`config.mk`:
```
export PLATFORM = sky130hd
export DESIGN_NAME = li_relay_station
export DESIGN_NICKNAME = d
export VERILOG_FILES = /design/src/rtl/li_relay_station_pkg.sv /design/src/rtl/li_relay_station_mem.sv /design/src/rtl/li_relay_station.sv
export SDC_FILE = /design/constraint.sdc
export NUM_CORES = 1
export LEC_CHECK = 0
export CAP_MARGIN = 10
export CELL_PAD_IN_SITES_DETAIL_PLACEMENT = 1
export CELL_PAD_IN_SITES_GLOBAL_PLACEMENT = 2
export CORE_UTILIZATION = 37
export DETAILED_ROUTE_END_ITERATION = 10
export GPL_ROUTABILITY_DRIVEN = 0
export HOLD_SLACK_MARGIN = 0.05
export PLACE_DENSITY = 0.82
export SLEW_MARGIN = 20
export SYNTH_ARGS = -nofsm -noshare
export SYNTH_HDL_FRONTEND = slang
export SYNTH_SLANG_ARGS = --single-unit
```
`constraint.sdc`:
```
create_clock -name clk -period 2.4 [get_ports clk]
set_clock_uncertainty 0.15 [all_clocks]
set_input_delay 0.48 -clock clk [delete_from_list [all_inputs] [get_ports clk]]
set_output_delay 0.48 -clock clk [all_outputs]
set_load 0.01 [all_outputs]
```
`src/rtl/li_relay_station_pkg.sv`:
```
// Shared latency-insensitive link helpers.
//   li_xfer  : a token moves across an li_link when valid is high and stop is low
//   li_cnt_w : bit width needed to hold an occupancy of 0..depth
//   li_ptr_w : bit width needed to address depth storage entries
package li_pkg;

  function automatic logic li_xfer(input logic valid, input logic stop);
    return valid & ~stop;
  endfunction

  function automatic int unsigned li_cnt_w(input int unsigned depth);
    return $clog2(depth + 1);
  endfunction

  function automatic int unsigned li_ptr_w(input int unsigned depth);
    return (depth > 2) ? $clog2(depth) : 1;
  endfunction

endpackage

```
`src/rtl/li_relay_station_mem.sv`:
```
// Relay station storage: DEPTH x DWIDTH register array, no reset.
//   clk     : write clock
//   wr_en   : write enable
//   wr_addr : write entry index
//   wr_data : write payload
//   rd_addr : asynchronous read entry index
//   rd_data : asynchronous read payload
module li_rs_mem #(
  parameter int unsigned DWIDTH = 16,
  parameter int unsigned DEPTH  = 2,
  parameter int unsigned PW     = 1
) (
  input  logic              clk,
  input  logic              wr_en,
  input  logic [PW-1:0]     wr_addr,
  input  logic [DWIDTH-1:0] wr_data,
  input  logic [PW-1:0]     rd_addr,
  output logic [DWIDTH-1:0] rd_data
);

  logic [DWIDTH-1:0] mem [DEPTH];

  always_ff @(posedge clk) begin
    if (wr_en) mem[wr_addr] <= wr_data;
  end

  assign rd_data = mem[rd_addr];

endmodule

```
`src/rtl/li_relay_station.sv`:
```
// Latency-insensitive relay station on one li_link channel (data/valid/stop).
// Every output is registered so no combinational path crosses the stage.
// Also latches a sticky flag when upstream violates the hold-while-stopped rule.
//   clk          : clock, rising edge
//   reset        : asynchronous active-high reset
//   i_data       : upstream payload
//   i_data_valid : upstream token present
//   i_data_stop  : registered backpressure to upstream
//   o_data       : registered FIFO head payload
//   o_data_valid : registered downstream token present
//   o_data_stop  : backpressure from downstream
//   o_count      : current occupancy
//   o_proto_err  : sticky upstream protocol violation
module li_relay_station
  import li_pkg::*;
#(
  parameter int unsigned DWIDTH = 16,
  parameter int unsigned DEPTH  = 2
) (
  input  logic                       clk,
  input  logic                       reset,
  input  logic [DWIDTH-1:0]          i_data,
  input  logic                       i_data_valid,
  output logic                       i_data_stop,
  output logic [DWIDTH-1:0]          o_data,
  output logic                       o_data_valid,
  input  logic                       o_data_stop,
  output logic [$clog2(DEPTH+1)-1:0] o_count,
  output logic                       o_proto_err
);

  localparam int unsigned CW = li_cnt_w(DEPTH);
  localparam int unsigned PW = li_ptr_w(DEPTH);

  logic [CW-1:0]     count, count_nxt;
  logic [PW-1:0]     wr_ptr, wr_ptr_nxt, rd_ptr, rd_ptr_nxt;
  logic              push, pop;
  logic [DWIDTH-1:0] mem_rd, head_nxt;
  logic              prev_stopped;
  logic [DWIDTH-1:0] prev_data;
  logic              proto_viol;

  // Explicit compare-and-clear so DEPTH need not be a power of two.
  function automatic logic [PW-1:0] ptr_inc(input logic [PW-1:0] p);
    return (p == PW'(DEPTH - 1)) ? '0 : p + 1'b1;
  endfunction

  li_rs_mem #(
    .DWIDTH (DWIDTH),
    .DEPTH  (DEPTH),
    .PW     (PW)
  ) u_mem (
    .clk     (clk),
    .wr_en   (push),
    .wr_addr (wr_ptr),
    .wr_data (i_data),
    .rd_addr (rd_ptr_nxt),
    .rd_data (mem_rd)
  );

  always_comb begin
    push       = li_xfer(i_data_valid, i_data_stop);
    pop        = li_xfer(o_data_valid, o_data_stop);
    count_nxt  = count + CW'(push) - CW'(pop);
    wr_ptr_nxt = push ? ptr_inc(wr_ptr) : wr_ptr;
    rd_ptr_nxt = pop  ? ptr_inc(rd_ptr) : rd_ptr;
    // o_data is a register copy of the head. When nothing stays stored past
    // this edge, the next head is the token arriving now (bypassing the
    // array, which is written on the same edge); otherwise it is already
    // stored at rd_ptr_nxt.
    head_nxt   = (count == CW'(pop)) ? i_data : mem_rd;
    proto_viol = prev_stopped && (!i_data_valid || (i_data != prev_data));
  end

  always_ff @(posedge clk or posedge reset) begin
    if (reset) begin
      count        <= '0;
      wr_ptr       <= '0;
      rd_ptr       <= '0;
      i_data_stop  <= 1'b0;
      o_data_valid <= 1'b0;
      o_data       <= '0;
      o_proto_err  <= 1'b0;
      prev_stopped <= 1'b0;
      prev_data    <= '0;
    end else begin
      count        <= count_nxt;
      wr_ptr       <= wr_ptr_nxt;
      rd_ptr       <= rd_ptr_nxt;
      i_data_stop  <= (count_nxt == CW'(DEPTH));
      o_data_valid <= (count_nxt != '0);
      if (count_nxt != '0) o_data <= head_nxt;
      prev_stopped <= i_data_valid && i_data_stop;
      prev_data    <= i_data;
      if (proto_viol) o_proto_err <= 1'b1;
    end
  end

  assign o_count = count;

endmodule

```
==> flow_metrics.env, run 1 <==
export IMPL_setup_worst_path_class="reg2reg"
export IMPL_timing_critical_path_required_ns=2.49
export IMPL_power_per_cell_area_nw_per_um2=1530
export IMPL_count_of_filler_cells_inserted_in_the_layout=760
export IMPL_grt_overflow_total=0
export IMPL_grt_pass1_wl_um=10200
export IMPL_routedWlPerCell_um=16.9
export IMPL_dieHeight_um=90.3
export IMPL_setup_violations_final=0
export IMPL_tritoncts_clock_tree="built"
export IMPL_numPortBuffers=40
export IMPL_ctsHtreeMaxLevel=3
export IMPL_hold_start="o_data[2]$_DFFE_PP0P_"
export IMPL_post_synth_inst_count=219
export IMPL_max_slew_worst_pin_slew_ns=0.537
export IMPL_fmax_mhz=425
export IMPL_synth_seq_cells=72
export IMPL_number_of_cell_instances_on_the_worst_register_to_register_path=10
export IMPL_synth_seq_area_share_pct=67.9
export IMPL_worstSetupEndpointType="flip-flop"
export IMPL_drive_above_1_share_pct=19.3
export IMPL_final_period_util_pct=98.0
export IMPL_regToRegEndpoint="o_data[1]$_DFFE_PP0P_"
export IMPL_final_hold_viol_count=0
export IMPL_clkSinkCount=72
export IMPL_report_power_total_mw=6.00
export IMPL_outcome="complete, no violations"
export IMPL_critical_path_slowest_cell="sky130_fd_sc_hd__dfrtp_1"
export IMPL_final_antenna_net_count=0
export IMPL_ir_drop_mv=0.811
export IMPL_synth_nets=241
export IMPL_post_synth_top_count_cell="sky130_fd_sc_hd__nand2_1"
export IMPL_timing_critical_path_from_type="flip-flop"
export IMPL_clkLatencyLatePin_ns=0.33
export IMPL_synth_top_cells_by_count="48 x sky130_fd_sc_hd__nand2_1, 40 x sky130_fd_sc_hd__dfrtp_1, 32 x sky130_fd_sc_hd__edfxtp_1"
export IMPL_drc=0
export IMPL_cap_violations=0
export IMPL_coreArea_um2=7410
export IMPL_n_antenna_cell=0
export IMPL_synth_warnings=0
export IMPL_io_pin_count=41
export IMPL_synth_area_per_inst_um2=13.2
export IMPL_grt_total_usage_pct=16.4
export IMPL_cell_taking_the_most_area_after_synthesis="sky130_fd_sc_hd__dfrtp_1"
export IMPL_hold_worst_slack_ns=0.330
export IMPL_dr_total_vias=1884
export IMPL_most_instantiated_flip_flop_cell_in_the_synthesis_netlist="sky130_fd_sc_hd__dfrtp_1"
export IMPL_cellLeakagePower_nw=1.59
export IMPL_post_synth_top_area_fraction_pct=34.7
export IMPL_wl_um=6570
export IMPL_ys_types=28
export IMPL_areaGrowthSynthToFinish_pct=35.8
export IMPL_timing_max_slew_rel_slack_pct=64.2
export IMPL_footprint_of_the_multi_input_gates_um2=920
export IMPL_die_width_um=90.3
export IMPL_fin_setup_tns_ns=0
export IMPL_min_path_type="reg2reg"
export IMPL_slew_violations=0
export IMPL_dp_hpwl_um=3830
export IMPL_synth_edff_count=32
export IMPL_die_area_um2=8160
export IMPL_cts_reportedPaths_clkPinSlew_ns=0.08
export IMPL_worstPathCellList="nand2b_4 > ha_1 > inv_1 > ha_1 > xnor2_2 > xnor2_2 > nor2_4 > clkbuf_16 > nand2_1 > o31ai_4"
export IMPL_tmin_final_ns=2.35
export IMPL_detailedRoute_firstPassIterationCount=4
export IMPL_critPathArrivalTime_ns=2.45
export IMPL_critPathMaxStageDelay_ns=0.41
export IMPL_regArea_um2=1960
export IMPL_grt_antenna_before_repair=0
export IMPL_critical_path_max_fanout=7
export IMPL_worst_hold_stages=2
export IMPL_post_synth_instance_area_um2=2890
export IMPL_share_of_flip_flops_with_an_asynchronous_set_or_reset_pct=55.6
export IMPL_detail_route_vias_per_cell=4.84
export IMPL_placementRows=31
export IMPL_floorplan_initialDensity_pct=39.0
export IMPL_ff2ff_setup_slack_ns=0.05
export IMPL_first_iter_violations=128
export IMPL_grt_start_max_net_pins=41
export IMPL_finalNetCount=307
export IMPL_synth_area_top_cells="sky130_fd_sc_hd__dfrtp_1 35%, sky130_fd_sc_hd__edfxtp_1 33%, sky130_fd_sc_hd__nand2_1 6.2%"
export IMPL_cts_root_buffer_cell="sky130_fd_sc_hd__clkbuf_8"
export IMPL_cts_buffer_depth=2
export IMPL_min_to="o_data[2]$_DFFE_PP0P_"
export IMPL_timing_rr_start="i_data_stop$_DFF_PP0_"
export IMPL_number_of_global_route_vias_before_repair=1986
export IMPL_cts_buffers=9
[flip-flops by register name (all words and copies together), names as in the netlist]
| signal | cells |
|---|---|
| i_data_stop | 1 |
| o_count | 2 |
| o_data | 16 |
| o_data_valid | 1 |
| o_proto_err | 1 |
| prev_data | 16 |
| prev_stopped | 1 |
| rd_ptr | 1 |
| u_mem.mem | 32 |
| wr_ptr | 1 |
[stage by stage]
step / utilization [%] / setup WS (ns) / cells / area, um^2
floorplan: - / 0.157 / 219 / 2890
global placement: 47.7 / -0.218 / 369 / 3530
detailed placement: 47.7 / -0.337 / 369 / 3530
CTS: 50.9 / 0.0172 / 385 / 3770
global route: 52.9 / -0.0390 / 389 / 3920
finish: 52.9 / 0.0478 / 389 / 3920
[report_power, final]
group          internal (mW)  switching [mW]  total (mW)
Clock                  0.688           0.433        1.12
Combinational           1.59            1.47        3.05
Sequential              1.66           0.166        1.83
[timing repair]
| item | CTS | global route |
|---|---|---|
| cloned | 0 | 4 |
| pin swaps | 0 | 3 |
| resized for setup | 1 | 15 |
| endpoints found under the setup margin | 1 | 16 |
| hold buffers | 0 | 0 |
| setup buffers | 0 | 0 |
[layout make-up]
cell class,count,area share [%]
Inverter,5,0.606
Sequential cell,72,50.0
Clock inverter,6,2.71
Clock buffer,10,3.25
Tap cell,99,3.16
Timing Repair Buffer,63,16.8
Multi-Input combinational cell,134,23.5
[critical path: cells and delay by family (launching register included)]
| family | cells | cell delay [ns] |
|---|---|---|
| simple gates | 3 | 0.56 |
| fa+ha+maj | 2 | 0.47 |
| flops | 1 | 0.41 |
| xor+xnor | 2 | 0.33 |
| buf+inv | 2 | 0.26 |
| compound gates | 1 | 0.06 |
[cells by family (layout without fill, tap and decap cells)]
family | count (synthesis) | in the layout | synth area share (%)
fa+ha+maj | 2 | 2 | 0.866
compound gates | 17 | 17 | 6.33
buf+inv | 13 | 84 | 2.90
xor+xnor | 21 | 21 | 7.02
simple gates | 94 | 94 | 14.9
flops | 72 | 72 | 67.9
[worst max path at each step]
stage	startpoint	end	cells past startpoint
2_1_floorplan	i_data_stop$_DFF_PP0_	o_data[3]$_DFFE_PP0P_	9
3_3_place_gp	i_data_valid	o_data[15]$_DFFE_PP0P_	10
3_5_place_dp	i_data_valid	o_data[7]$_DFFE_PP0P_	10
4_1_cts	i_data_valid	o_data[7]$_DFFE_PP0P_	10
5_1_grt	i_data_stop$_DFF_PP0_	o_data[4]$_DFFE_PP0P_	10
6_report	i_data_stop$_DFF_PP0_	o_data[1]$_DFFE_PP0P_	10
[layout by cell type, fill, tap and decap left out, drive strengths merged, types with 2 or more instances in the layout]
master and instances:
dfrtp 40, clkinv 2, and3 16, nor2b 2, nand2b 2, dlymetal6s2s 2, nand2 48, nand4 2
xor2 4, o31ai 16, nor2 20, clkbuf 12, bufinv 3, ha 2, inv 6, xnor2 17
buf 21, clkdlybuf4s50 38, edfxtp 32
[per-layer routing]
layer / vias up / track usage, % / wire, um
met5: - / 0 / 0
met4: 0 / 6.45 / 87
met3: 9 / 3.45 / 209
met2: 39 / 25.8 / 3180
met1: 949 / 22.3 / 3090
li1: 887 / - / -
(Power assumes the default switching activity.)
==> run 2: changes to the inputs <==
CORE_ASPECT_RATIO = 1.75   (was not set)
TNS_END_PERCENT = 1   (was not set)
==> run 2 against run 1 <==
Net effect:
- critical path type unchanged
- cell count decreased by 3.1%
- fmax decreased by 0.91%
- clock power increased by 34%
- worst hold slack improved by 0.0023 ns
- total power increased by 4.3%
- critical path depth decreased by 1
- critical endpoint is now o_data[11]$_DFFE_PP0P_
- register-to-register slack got worse by 0.02 ns
- sequential power about the same
- setup slack got worse by 0.021 ns
- combinational power decreased by 4%
==> flow_metrics.env, run 2 (synthesized netlist as in run 1, its figures left out) <==
export IMPL_outcome="complete, no violations"
export IMPL_ff2ff_setup_slack_ns=0.03
export IMPL_cap_violations=0
export IMPL_grt_start_max_net_pins=41
export IMPL_placementRows=42
export IMPL_count_of_filler_cells_inserted_in_the_layout=787
export IMPL_cts_root_buffer_cell="sky130_fd_sc_hd__clkbuf_16"
export IMPL_largest_register_ff_count=32
export IMPL_crit_path_start="i_data_stop$_DFF_PP0_"
export IMPL_finalNonFillerCells=377
export IMPL_critPathArrivalTime_ns=2.46
export IMPL_die_area_um2=8180
export IMPL_final_hold_viol_count=0
export IMPL_report_power_total_mw=6.26
export IMPL_number_of_cell_instances_on_the_worst_register_to_register_path=9
export IMPL_tritoncts_clock_tree="built"
export IMPL_wl_met2_um=3620
export IMPL_regMostFlops="u_mem.mem"
export IMPL_min_path_type="reg2reg"
export IMPL_drc=0
export IMPL_detailedRoute_firstPassIterationCount=4
export IMPL_coreArea_um2=7570
export IMPL_floorplan_initialDensity_pct=38.2
export IMPL_fin_setup_tns_ns=0
export IMPL_footprint_of_the_multi_input_gates_um2=903
export IMPL_tmin_final_ns=2.37
export IMPL_grt_antenna_before_repair=0
export IMPL_number_of_global_route_vias_before_repair=2068
export IMPL_met3RoutedLength_um=177
export IMPL_areaGrowthSynthToFinish_pct=37.7
export IMPL_timing_critical_path_required_ns=2.49
export IMPL_timing_critical_path_from_type="flip-flop"
export IMPL_cts_buffer_depth=2
export IMPL_ir_drop_mv=0.967
export IMPL_max_slew_worst_pin_slew_ns=0.537
export IMPL_final_cell_mix="48 x sky130_fd_sc_hd__nand2_1, 40 x sky130_fd_sc_hd__dfrtp_1, 38 x sky130_fd_sc_hd__clkdlybuf4s50_1"
export IMPL_clkLatencyLatePin_ns=0.33
export IMPL_dieHeight_um=119
export IMPL_critical_path_max_fanout=5
export IMPL_grt_pass1_wl_um=10400
export IMPL_final_period_util_pct=98.9
export IMPL_grt_overflow_total=0
export IMPL_regArea_um2=1960
export IMPL_cts_reportedPaths_clkPinSlew_ns=0.06
export IMPL_slew_violations=0
export IMPL_timing_max_slew_rel_slack_pct=64.2
export IMPL_mostFrequentLayoutCell="sky130_fd_sc_hd__nand2_1"
export IMPL_hold_worst_slack_ns=0.332
export IMPL_ctsHtreeMaxLevel=3
export IMPL_cts_buffers=9
export IMPL_setup_violations_final=0
export IMPL_regToRegEndpoint="o_data[11]$_DFFE_PP0P_"
export IMPL_m1WireLength_um=2730
export IMPL_detail_route_vias_per_cell=5.04
export IMPL_drive_above_1_share_pct=19.7
export IMPL_largestRegisters="u_mem.mem: 32 flops, o_data: 16 flops, prev_data: 16 flops"
export IMPL_worstSetupEndpointType="flip-flop"
export IMPL_power_per_cell_area_nw_per_um2=1570
export IMPL_setup_worst_path_class="reg2reg"
export IMPL_grt_total_usage_pct=18.1
export IMPL_first_iter_violations=86
export IMPL_n_antenna_cell=0
export IMPL_worst_setup_path_endpoint="o_data[11]$_DFFE_PP0P_"
export IMPL_finalNetCount=306
export IMPL_numPlacedInstances=358
export IMPL_die_width_um=68.8
export IMPL_clkSinkCount=72
export IMPL_timing_rr_start="i_data_stop$_DFF_PP0_"
export IMPL_cellLeakagePower_nw=1.63
export IMPL_fmax_mhz=421
export IMPL_route_top_layer_used="met4"
export IMPL_utilization_pct=52.5
export IMPL_routedWlPerCell_um=17.6
export IMPL_dp_hpwl_um=4070
export IMPL_numPortBuffers=40
export IMPL_dr_total_vias=1901
export IMPL_final_antenna_net_count=0
export IMPL_wl_um=6640
export IMPL_io_pin_count=41
-- run 2: changes by cell type in the layout (fill, tap and decap cells not counted), moves of 2 or more --
cell	change
sky130_fd_sc_hd__xnor2_1	+2
sky130_fd_sc_hd__clkbuf_8	-9
sky130_fd_sc_hd__xnor2_2	-2
sky130_fd_sc_hd__clkinv_2	+4
sky130_fd_sc_hd__clkinv_1	-2
sky130_fd_sc_hd__o31ai_1	-2
sky130_fd_sc_hd__clkbuf_16	+8
sky130_fd_sc_hd__o31ai_2	+3
-- run 2: how the worst min path moves through the flow --
stage	start	to	slack, ns	cells after the start
after floorplan	wr_ptr$_DFFE_PP0P_	wr_ptr$_DFFE_PP0P_	0.32	1
after global placement	o_data[12]$_DFFE_PP0P_	o_data[12]$_DFFE_PP0P_	0.32	2
after detailed placement	o_data[2]$_DFFE_PP0P_	o_data[2]$_DFFE_PP0P_	0.33	2
after CTS	o_data[4]$_DFFE_PP0P_	o_data[4]$_DFFE_PP0P_	0.34	2
after global routing	o_data[2]$_DFFE_PP0P_	o_data[2]$_DFFE_PP0P_	0.36	2
final	o_data[2]$_DFFE_PP0P_	o_data[2]$_DFFE_PP0P_	0.33	2
-- run 2: repair_timing --
| action | CTS | global route |
|---|---|---|
| pin swaps | 0 | 3 |
| cloned | 0 | 2 |
| resized for setup | 2 | 15 |
| endpoints found under the setup margin | 2 | 16 |
| setup buffers | 0 | 1 |
| hold buffers | 0 | 0 |
-- run 2: per-layer routing --
| metal | vias to the layer above | global-route usage [%] |
|---|---|---|
| met5 | - | 0 |
| met2 | 32 | 29.9 |
| met1 | 979 | 21.5 |
| li1 | 881 | - |
| met4 | 0 | 8.42 |
| met3 | 9 | 4.12 |
-- run 2: power by group --
group	internal (mW)	switching [mW]	leakage (nW)
registers	1.66	0.163	0.766
clock network	1.01	0.495	0.169
logic	1.51	1.43	0.690
-- run 2: final cells by class --
cell class / instances / share of cell area [%]
Clock buffer: 9 / 5.66
Multi-Input combinational cell: 134 / 22.7
Inverter: 5 / 0.598
Clock inverter: 7 / 2.77
Timing Repair Buffer: 62 / 16.1
Sequential cell: 72 / 49.3
Tap cell: 88 / 2.77
-- run 2: metrics by stage --
| stage | instance area [um^2] | setup WS [ns] |
|---|---|---|
| 3_5_place_dp | 3510 | -0.367 |
| 6_report | 3980 | 0.0263 |
| 2_1_floorplan | 2890 | 0.157 |
| 3_3_place_gp | 3510 | -0.232 |
| 4_1_cts | 3850 | 0.0258 |
| 5_1_grt | 3980 | -0.0772 |
-- run 2: critical path, cell delays in order, from the launching register on --
cell                        delay [ns]
sky130_fd_sc_hd__dfrtp_1          0.40
sky130_fd_sc_hd__nand2b_4         0.15
sky130_fd_sc_hd__ha_1             0.27
sky130_fd_sc_hd__inv_1            0.04
sky130_fd_sc_hd__ha_1             0.19
sky130_fd_sc_hd__xnor2_1          0.16
sky130_fd_sc_hd__xnor2_1          0.35
sky130_fd_sc_hd__nor2_4           0.14
sky130_fd_sc_hd__clkbuf_16        0.19
sky130_fd_sc_hd__o31ai_4          0.24
